**src/rtl/lsu_ctrl_if.sv**
```systemverilog
// Request/response and data-memory bus of the load/store unit.
// The master view is the pipeline plus memory side; the slave view is lsu_ctrl.
interface lsu_ctrl_if #(
    parameter int unsigned ADDR_W = 14
);
    logic              req_valid;
    logic              req_ready;
    logic              req_write;
    logic [1:0]        req_size;
    logic              req_unsigned;
    logic [31:0]       req_addr;
    logic [31:0]       req_wdata;
    logic              resp_valid;
    logic [31:0]       resp_rdata;
    logic              misalign_err;
    logic              range_err;
    logic [ADDR_W-1:0] dmem_addr;
    logic [31:0]       dmem_wdata;
    logic              dmem_read;
    logic              dmem_write;
    logic [31:0]       dmem_rdata;

    modport master (
        output req_valid, req_write, req_size, req_unsigned, req_addr, req_wdata,
        output dmem_rdata,
        input  req_ready, resp_valid, resp_rdata, misalign_err, range_err,
        input  dmem_addr, dmem_wdata, dmem_read, dmem_write
    );

    modport slave (
        input  req_valid, req_write, req_size, req_unsigned, req_addr, req_wdata,
        input  dmem_rdata,
        output req_ready, resp_valid, resp_rdata, misalign_err, range_err,
        output dmem_addr, dmem_wdata, dmem_read, dmem_write
    );
endinterface

```
**src/rtl/lsu_ctrl.sv**
```systemverilog
// Load/store unit: one request at a time, alignment/range checks, sub-word
// load extraction and read-modify-write for sub-word stores to a word memory.
module lsu_ctrl #(
    parameter int unsigned ADDR_W = 14
) (
    input  logic      clk,
    input  logic      rst_n,
    lsu_ctrl_if.slave bus
);
    localparam int unsigned DATA_W = 32;
    localparam logic [1:0]  SZ_BYTE = 2'b00;
    localparam logic [1:0]  SZ_HALF = 2'b01;
    localparam logic [1:0]  SZ_WORD = 2'b10;

    typedef enum logic [1:0] {
        ST_IDLE,
        ST_LOAD,
        ST_RMW_RD,
        ST_WRITE
    } state_e;

    typedef struct packed {
        logic [ADDR_W-1:0] addr;
        logic [1:0]        size;
        logic              write;
        logic              is_unsigned;
        logic [DATA_W-1:0] wdata;
    } req_t;

    state_e            state_q, state_d;
    req_t              req_q, req_d;
    logic [DATA_W-1:0] merge_q, merge_d;
    logic [DATA_W-1:0] resp_rdata_q, resp_rdata_d;
    logic              resp_valid_q, resp_valid_d;
    logic              misalign_q, misalign_d;
    logic              range_q, range_d;

    logic              misalign_c;
    logic              range_c;
    logic [7:0]        lane_b;
    logic [15:0]       lane_h;
    logic [DATA_W-1:0] load_data;
    logic [DATA_W-1:0] merge_data;

    // Request legality, evaluated on the incoming (unlatched) request
    always_comb begin
        misalign_c = 1'b1;
        case (bus.req_size)
            SZ_BYTE: misalign_c = 1'b0;
            SZ_HALF: misalign_c = bus.req_addr[0];
            SZ_WORD: misalign_c = |bus.req_addr[1:0];
            default: misalign_c = 1'b1;
        endcase
        range_c = |bus.req_addr[DATA_W-1:ADDR_W];
    end

    // Lane extraction for loads and lane replacement for read-modify-write
    always_comb begin
        lane_b    = bus.dmem_rdata[{req_q.addr[1:0], 3'b000} +: 8];
        lane_h    = bus.dmem_rdata[{req_q.addr[1], 4'b0000} +: 16];
        load_data = bus.dmem_rdata;
        case (req_q.size)
            SZ_BYTE: load_data = {{24{~req_q.is_unsigned & lane_b[7]}}, lane_b};
            SZ_HALF: load_data = {{16{~req_q.is_unsigned & lane_h[15]}}, lane_h};
            default: load_data = bus.dmem_rdata;
        endcase

        merge_data = bus.dmem_rdata;
        if (req_q.size == SZ_BYTE) begin
            merge_data[{req_q.addr[1:0], 3'b000} +: 8] = req_q.wdata[7:0];
        end else begin
            merge_data[{req_q.addr[1], 4'b0000} +: 16] = req_q.wdata[15:0];
        end
    end

    // Next-state and response logic
    always_comb begin
        state_d      = state_q;
        req_d        = req_q;
        merge_d      = merge_q;
        resp_valid_d = 1'b0;
        resp_rdata_d = resp_rdata_q;
        misalign_d   = misalign_q;
        range_d      = range_q;

        case (state_q)
            ST_IDLE: begin
                if (bus.req_valid) begin
                    req_d.addr        = bus.req_addr[ADDR_W-1:0];
                    req_d.size        = bus.req_size;
                    req_d.write       = bus.req_write;
                    req_d.is_unsigned = bus.req_unsigned;
                    req_d.wdata       = bus.req_wdata;
                    if (misalign_c || range_c) begin
                        resp_valid_d = 1'b1;
                        misalign_d   = misalign_c;
                        range_d      = range_c;
                    end else if (!bus.req_write) begin
                        state_d = ST_LOAD;
                    end else if (bus.req_size == SZ_WORD) begin
                        state_d = ST_WRITE;
                    end else begin
                        state_d = ST_RMW_RD;
                    end
                end
            end
            ST_LOAD: begin
                resp_rdata_d = load_data;
                resp_valid_d = 1'b1;
                misalign_d   = 1'b0;
                range_d      = 1'b0;
                state_d      = ST_IDLE;
            end
            ST_RMW_RD: begin
                merge_d = merge_data;
                state_d = ST_WRITE;
            end
            ST_WRITE: begin
                resp_valid_d = 1'b1;
                misalign_d   = 1'b0;
                range_d      = 1'b0;
                state_d      = ST_IDLE;
            end
            default: state_d = ST_IDLE;
        endcase
    end

    always_ff @(posedge clk or negedge rst_n) begin
        if (!rst_n) begin
            state_q      <= ST_IDLE;
            req_q        <= '0;
            merge_q      <= '0;
            resp_valid_q <= 1'b0;
            resp_rdata_q <= '0;
            misalign_q   <= 1'b0;
            range_q      <= 1'b0;
        end else begin
            state_q      <= state_d;
            req_q        <= req_d;
            merge_q      <= merge_d;
            resp_valid_q <= resp_valid_d;
            resp_rdata_q <= resp_rdata_d;
            misalign_q   <= misalign_d;
            range_q      <= range_d;
        end
    end

    // Memory strobes decode straight from the state flop so reset kills them at once
    assign bus.req_ready    = (state_q == ST_IDLE);
    assign bus.dmem_read    = (state_q == ST_LOAD) || (state_q == ST_RMW_RD);
    assign bus.dmem_write   = (state_q == ST_WRITE);
    assign bus.dmem_addr    = (state_q == ST_IDLE) ? '0 : {req_q.addr[ADDR_W-1:2], 2'b00};
    assign bus.dmem_wdata   = (state_q != ST_WRITE) ? '0 :
                              (req_q.write && req_q.size == SZ_WORD) ? req_q.wdata : merge_q;
    assign bus.resp_valid   = resp_valid_q;
    assign bus.resp_rdata   = resp_rdata_q;
    assign bus.misalign_err = misalign_q;
    assign bus.range_err    = range_q;

endmodule
```
**src/flat_wrapper.sv**
```systemverilog
// flat-port wrapper written by rule: the top's interface ports become plain ports
module lsu_ctrl_flat 
#(
    parameter int unsigned ADDR_W = 14
)
  (clk, rst_n, bus_req_valid, bus_req_write, bus_req_size, bus_req_unsigned, bus_req_addr, bus_req_wdata, bus_dmem_rdata, bus_req_ready, bus_resp_valid, bus_resp_rdata, bus_misalign_err, bus_range_err, bus_dmem_addr, bus_dmem_wdata, bus_dmem_read, bus_dmem_write);
  lsu_ctrl_if #(.ADDR_W(ADDR_W)) bus_i ();
  input  logic clk;
  input  logic rst_n;
  input wire logic [$bits(bus_i.req_valid)-1:0] bus_req_valid;
  input wire logic [$bits(bus_i.req_write)-1:0] bus_req_write;
  input wire logic [$bits(bus_i.req_size)-1:0] bus_req_size;
  input wire logic [$bits(bus_i.req_unsigned)-1:0] bus_req_unsigned;
  input wire logic [$bits(bus_i.req_addr)-1:0] bus_req_addr;
  input wire logic [$bits(bus_i.req_wdata)-1:0] bus_req_wdata;
  input wire logic [$bits(bus_i.dmem_rdata)-1:0] bus_dmem_rdata;
  output wire logic [$bits(bus_i.req_ready)-1:0] bus_req_ready;
  output wire logic [$bits(bus_i.resp_valid)-1:0] bus_resp_valid;
  output wire logic [$bits(bus_i.resp_rdata)-1:0] bus_resp_rdata;
  output wire logic [$bits(bus_i.misalign_err)-1:0] bus_misalign_err;
  output wire logic [$bits(bus_i.range_err)-1:0] bus_range_err;
  output wire logic [$bits(bus_i.dmem_addr)-1:0] bus_dmem_addr;
  output wire logic [$bits(bus_i.dmem_wdata)-1:0] bus_dmem_wdata;
  output wire logic [$bits(bus_i.dmem_read)-1:0] bus_dmem_read;
  output wire logic [$bits(bus_i.dmem_write)-1:0] bus_dmem_write;
  assign bus_i.req_valid = bus_req_valid;
  assign bus_i.req_write = bus_req_write;
  assign bus_i.req_size = bus_req_size;
  assign bus_i.req_unsigned = bus_req_unsigned;
  assign bus_i.req_addr = bus_req_addr;
  assign bus_i.req_wdata = bus_req_wdata;
  assign bus_i.dmem_rdata = bus_dmem_rdata;
  assign bus_req_ready = bus_i.req_ready;
  assign bus_resp_valid = bus_i.resp_valid;
  assign bus_resp_rdata = bus_i.resp_rdata;
  assign bus_misalign_err = bus_i.misalign_err;
  assign bus_range_err = bus_i.range_err;
  assign bus_dmem_addr = bus_i.dmem_addr;
  assign bus_dmem_wdata = bus_i.dmem_wdata;
  assign bus_dmem_read = bus_i.dmem_read;
  assign bus_dmem_write = bus_i.dmem_write;
  lsu_ctrl #(.ADDR_W(ADDR_W)) u_core (.clk(clk), .rst_n(rst_n), .bus(bus_i));
endmodule
```
**config.mk**
```make
export PLATFORM = sky130hd
export DESIGN_NAME = lsu_ctrl_flat
export DESIGN_NICKNAME = d
export VERILOG_FILES = /design/src/rtl/lsu_ctrl_if.sv /design/src/rtl/lsu_ctrl.sv /design/src/flat_wrapper.sv
export SDC_FILE = /design/constraint.sdc
export NUM_CORES = 1
export LEC_CHECK = 0
export CORE_ASPECT_RATIO = 0.9
export CORE_MARGIN = 1.5
export CORE_UTILIZATION = 44
export DETAILED_ROUTE_END_ITERATION = 10
export PLACE_DENSITY_LB_ADDON = 0.3
export SYNTH_ARGS = -nofsm -noshare
export SYNTH_HDL_FRONTEND = slang
export SYNTH_SLANG_ARGS = --single-unit
```
**constraint.sdc**
```tcl
create_clock -name clk -period 2.05 [get_ports clk]
set_input_delay 0.3075 -clock clk [delete_from_list [all_inputs] [get_ports clk]]
set_output_delay 0.3075 -clock clk [all_outputs]
set_load 0.02 [all_outputs]
```
* After elaboration in Yosys (flattened, before gate mapping)
Cells that the tools add are included.
W data, S select, Z words.
** Storage, ports and cells
- Register bits after elaboration :: 119
- Bits in latches :: 0
- RAM bits :: 0
- Memory bits (read-only) :: 0
- Input bits :: 103
- Output and inout port bits :: 84
- Logic and storage cells :: 68
- Memories kept :: 0
** Cells by class
- Add/subtract/negate cells :: 2
- $mul :: 0
- Divide/modulo/power cells :: 0
- $lt $le $gt $ge :: 0
- Equality and inequality tests :: 11
- Shifts and indexed selects :: 6
- Mux-type cells :: 22
- Bitwise logic cells :: 3
- Reduce and logical (&&, ||, !) cells :: 13
** Operators with widths (number)
- $mux W32 :: 3
- $bwmux W32 :: 2
- $pmux W32 S2 :: 1
- $shift A16 B7 Y32 const A :: 1
- $shift A8 B7 Y32 const A :: 1
- $shiftx A16 B7 Y32 :: 1
- $shiftx A32 B6 Y16 :: 1
- $shiftx A32 B6 Y8 :: 1
- $shiftx A8 B7 Y32 :: 1
- $reduce_or A18 Y1 :: 1
- $mux W14 :: 1
- $neg A5 Y7 :: 2
- $eq A2 B2 Y1 const B :: 4
- $mux W1 :: 7
- $eq A2 B1 Y1 const B :: 3
- $logic_not A2 Y1 :: 3
- $mux W2 :: 3
- $ne A2 B2 Y1 const B :: 3
- $pmux W1 S2 :: 3
- $pmux W2 S3 :: 1
- $reduce_and A2 Y1 :: 2
- $reduce_or A2 Y1 :: 2
- $pmux W1 S3 :: 1
- $reduce_and A3 Y1 :: 1
- 6 further kinds :: 8

* Logic depth before layout (Yosys ltp)
- Depth after elaboration :: 6
- Mapped depth :: 8
- Depth with buffers taken out :: 7

* Worst setup path before layout
Ideal clock, no wire load.
- Path type :: register to output
- From :: register u_core.req_q[35] (netlist name)
- To :: output bus_dmem_wdata[10]
- Data arrival time :: 1.604 ns
- Required time :: 1.742 ns
- Path slack :: 0.139 ns
- Cell stages (with the launch flop) :: 7
- Buffers on the path :: 2
- Cell sequence :: dfrtp_1 > nand2_1 > or2_2 > clkbuf_1 > clkbuf_1 > nand2_1 > a21boi_0
** On the way
- Longest elaborated chain between the ends :: 4
** RTL lines
- start, declared :: RTL line lsu_ctrl.sv:31 : req_t req_q, req_d;
- start signal, assigned :: RTL line lsu_ctrl.sv:139 : req_q <= req_d;
- $eq A2 B2 Y1 :: RTL line lsu_ctrl.sv:154 : (req_q.write && req_q.size == SZ_WORD) ? req_q.wdata : merge_q;
- $logic_and A1 B1 Y1 :: RTL line lsu_ctrl.sv:154
- $mux W32 :: RTL line lsu_ctrl.sv:154
- $mux W32 :: RTL line lsu_ctrl.sv:153 : assign bus.dmem_wdata = (state_q != ST_WRITE) ? '0 :
- end, declared :: RTL line flat_wrapper.sv:23 : output wire logic [$bits(bus_i.dmem_wdata)-1:0] bus_dmem_wdata;
Every way passes these cells.

* Worst setup path in the final report
- From :: register u_core.req_q[34] (netlist name)
- To :: output bus_dmem_wdata[0]
The elaborated chain is that of the path after synthesis.

==> results_dict.tcl <==
set metrics [dict create \
    status "finished clean" \
    pwr-share-clk_pct 17.6 \
    synth_cells 658 \
    cts_tree "done" \
    grt_max_degree 49 \
    finalSetupViolCount 0 \
    numCtsBuffers 17 \
    htree_levels 4 \
    clk_latency_ns 0.42 \
    peakVddDrop_mv 1.000 \
    finalClockSkew_ns 0.007365 \
    hold_ws_ns 0.4069 \
    syn_avg_cell_area_um2 9.865 \
    nets 986 \
    ys_types 48 \
    pre_cts_ws_ns -0.1473 \
    swShare_pct 41.26 \
    cp.required_ns 1.74 \
    crit_type "flip-flop to output port" \
    initial_core_util_pct 45.68 \
    insertedDiodeCount 0 \
    endpoint_kind "output port" \
    area_delta_synth_final_pct 45.14 \
    holdCritPathClass "input pin to asynchronous set/reset pin" \
    fmax_ghz 0.4931 \
    path_cells "nor2_2, buf_12, nand2_1, a21boi_1, buf_4, clkdlybuf4s15_2" \
    vias 6045 \
    cpPeakStageDelay_ns 0.41 \
    cap_violations 0 \
    die_area_mm2 0.01549 \
    port_buffers 184 \
    clkTransAtPathRegs_ns 0.06 \
    ant_nets 0 \
    drcViolationCount 0 \
    critical_path_arrival_ns 1.72 \
    slowest_stage "dfrtp_1" \
    die_height_um 118.2 \
    async_flop_share_pct 100.0 \
    place.gp.congestion 0.9341 \
    final_cell_mix "136 x clkdlybuf4s50_1, 119 x dfrtp_1, 95 x nand2_1, 76 x mux2_2, 66 x a21oi_1" \
    ys_ff_latch 119 \
    grt_pass1_vias 6008 \
    cts_max_path_buffers 2 \
    fin_crit_sh_pct 98.92 \
    drive_above_1_share_pct 26.83 \
    ys_seq_area_share_pct 45.88 \
    p_comb_share_pct 55.1 \
    crit_family "buffers and inverters" \
    gr-total-overflow 0 \
    power_switching_w 0.006637 \
    netlist_area_mm2 0.006491 \
    firstDrtPassIters 5 \
    powerDensity_mw_per_mm2 1708 \
    avgViaCountPerCell 5.597 \
    pwr-share-seq_pct 27.3 \
    tightest_slew_ns 0.5481 \
    root_buffer "clkbuf_16" \
    intPower_w 0.009451 \
    antenna_found_initial 0 \
    setup_slack_ns 0.02220 \
    hold_violations 0 \
    period_minus_slack_ns 2.028 \
    final_common_cell "clkdlybuf4s50_1" \
    routedWlPerCell_um 18.76 \
    rows 41 \
    io_pins 187 \
    leakagePower_nw 4.091 \
    critPathMaxFanout 10 \
    grt_pass1_wl_um 31680 \
    ys_warn_count 0 \
    synth_edf_count 0 \
    dpl.hpwl_um 14880 \
    dr.first_iter.drc_count 483 \
    path_buf_inv 3 \
    synth_top_flop_cell "dfrtp_1" \
    routed_wl_um 20260 \
    grt_usage_pct 26.88 \
    finalSetupTns_ns 0 \
    core_area_mm2 0.01421 \
    numClockSinks 119 \
    relSlewSlack_pct 63.46 \
    die_x_um 131.0 \
    startpoint_type "flip-flop" \
    slew_viol_final 0 \
    rsz0062_at_grt "yes" \
]
final timing paths:
| path | from | end | slack, ns | depth (start not counted) |
|---|---|---|---|---|
| worst max-delay path | u_core.req_q[34] | bus_dmem_wdata[0] | 0.02 | 6 |
| max in group asynchronous | rst_n | u_core.merge_q[16] | 0.99 | 3 |
| worst min-delay path | rst_n | u_core.bus.resp_rdata[28] | 0.41 | 2 |
| worst min register to register | u_core.bus.resp_rdata[4] | u_core.bus.resp_rdata[4] | 0.50 | 1 |
| min in group clk | u_core.bus.resp_rdata[4] | u_core.bus.resp_rdata[4] | 0.50 | 1 |
| worst max register to register | u_core.req_q[36] | u_core.merge_q[25] | 0.12 | 8 |
cell usage after synthesis, types with 2 or more instances:
master | instances | share of area [%]
a21boi_0 | 32 | 3.7
a21oi_1 | 66 | 5.1
a221oi_1 | 15 | 2.0
a22oi_1 | 18 | 2.1
a2bb2oi_1 | 3 | 0.40
a31oi_1 | 3 | 0.29
and3_1 | 3 | 0.29
buf_2 | 12 | 0.93
buf_4 | 4 | 0.46
buf_6 | 5 | 0.87
clkbuf_1 | 27 | 1.6
dfrtp_1 | 119 | 46
ha_1 | 9 | 1.7
inv_1 | 21 | 1.2
mux2_1 | 3 | 0.52
mux2_2 | 76 | 13
mux2i_1 | 18 | 2.8
nand2_1 | 98 | 5.7
nand3_1 | 2 | 0.15
nor2_1 | 47 | 2.7
nor2b_1 | 15 | 1.4
nor3_1 | 4 | 0.31
nor3_2 | 2 | 0.31
nor4_1 | 4 | 0.39
o211ai_1 | 2 | 0.23
o21a_1 | 2 | 0.23
o21ai_0 | 16 | 1.2
o21ai_1 | 2 | 0.15
o221ai_1 | 4 | 0.54
o22ai_1 | 8 | 0.77
power by group through the flow:
stage          logic [W]  registers (W)  clock network, W
2_1_floorplan    0.00501        0.00462                 0
3_5_place_dp     0.00887        0.00438                 0
3_3_place_gp     0.00862        0.00432                 0
4_1_cts          0.00864        0.00436           0.00288
6_report         0.00886        0.00439           0.00284
5_1_grt          0.00959        0.00451           0.00300
registers in the layout, summed over array words and instances, names as in the netlist:
name	flops
u_core.req_q	50
u_core.bus.resp_rdata	32
u_core.merge_q	32
u_core.state_q	2
u_core.bus.misalign_err	1
u_core.bus.range_err	1
u_core.bus.resp_valid	1
per-layer routing:
layer	up-vias	wire (um)	track usage, %
met1	2925	8449	34.87
met4	0	722	11.13
met3	64	1695	8.239
met2	292	9397	41.46
met5	-	0	0
li1	2764	-	-
through the flow:
| step | total power, W | utilization, % | instances | instance area, um2 |
|---|---|---|---|---|
| 3_5_place_dp | 0.01325 | 62.83 | 1042 | 8929 |
| 3_3_place_gp | 0.01294 | 62.83 | 1042 | 8929 |
| 6_report | 0.01609 | 66.30 | 1080 | 9422 |
| 4_1_cts | 0.01587 | 65.65 | 1076 | 9329 |
| 2_1_floorplan | 0.009626 | - | 659 | 6495 |
| 5_1_grt | 0.01711 | 66.30 | 1080 | 9422 |
cell families (layout without fill, tap and decap cells):
family | after synthesis | count (layout) | synth area share (%)
muxes | 98 | 98 | 16.83
adders and majority gates | 9 | 9 | 1.735
buffers and inverters | 70 | 297 | 5.089
other | 1 | 2 | 0.05777
DFF | 119 | 119 | 45.88
and+or+nand+nor | 181 | 182 | 12.16
AOI/OAI and AO/OA | 180 | 180 | 18.25
area by class of cell:
class,instances,area (um2)
fillers,1108,4788
multi-input cells,471,3249
flip-flops and latches,119,2978
repair buffers,243,2302
clock buffers,20,466.7
well taps,193,241.5
clock inverters,12,101.3
inverters,22,82.58
timing repair:
item | 4_1_cts | 5_1_grt
gates cloned | 0 | 1
endpoints found under the setup margin | 47 | 49
setup buffers | 1 | 3
hold buffers | 1 | 0
endpoints found under the hold margin | 36 | 0
resized for setup | 216 | 52
pin swaps | 0 | 4
(Power assumes the default switching activity.)
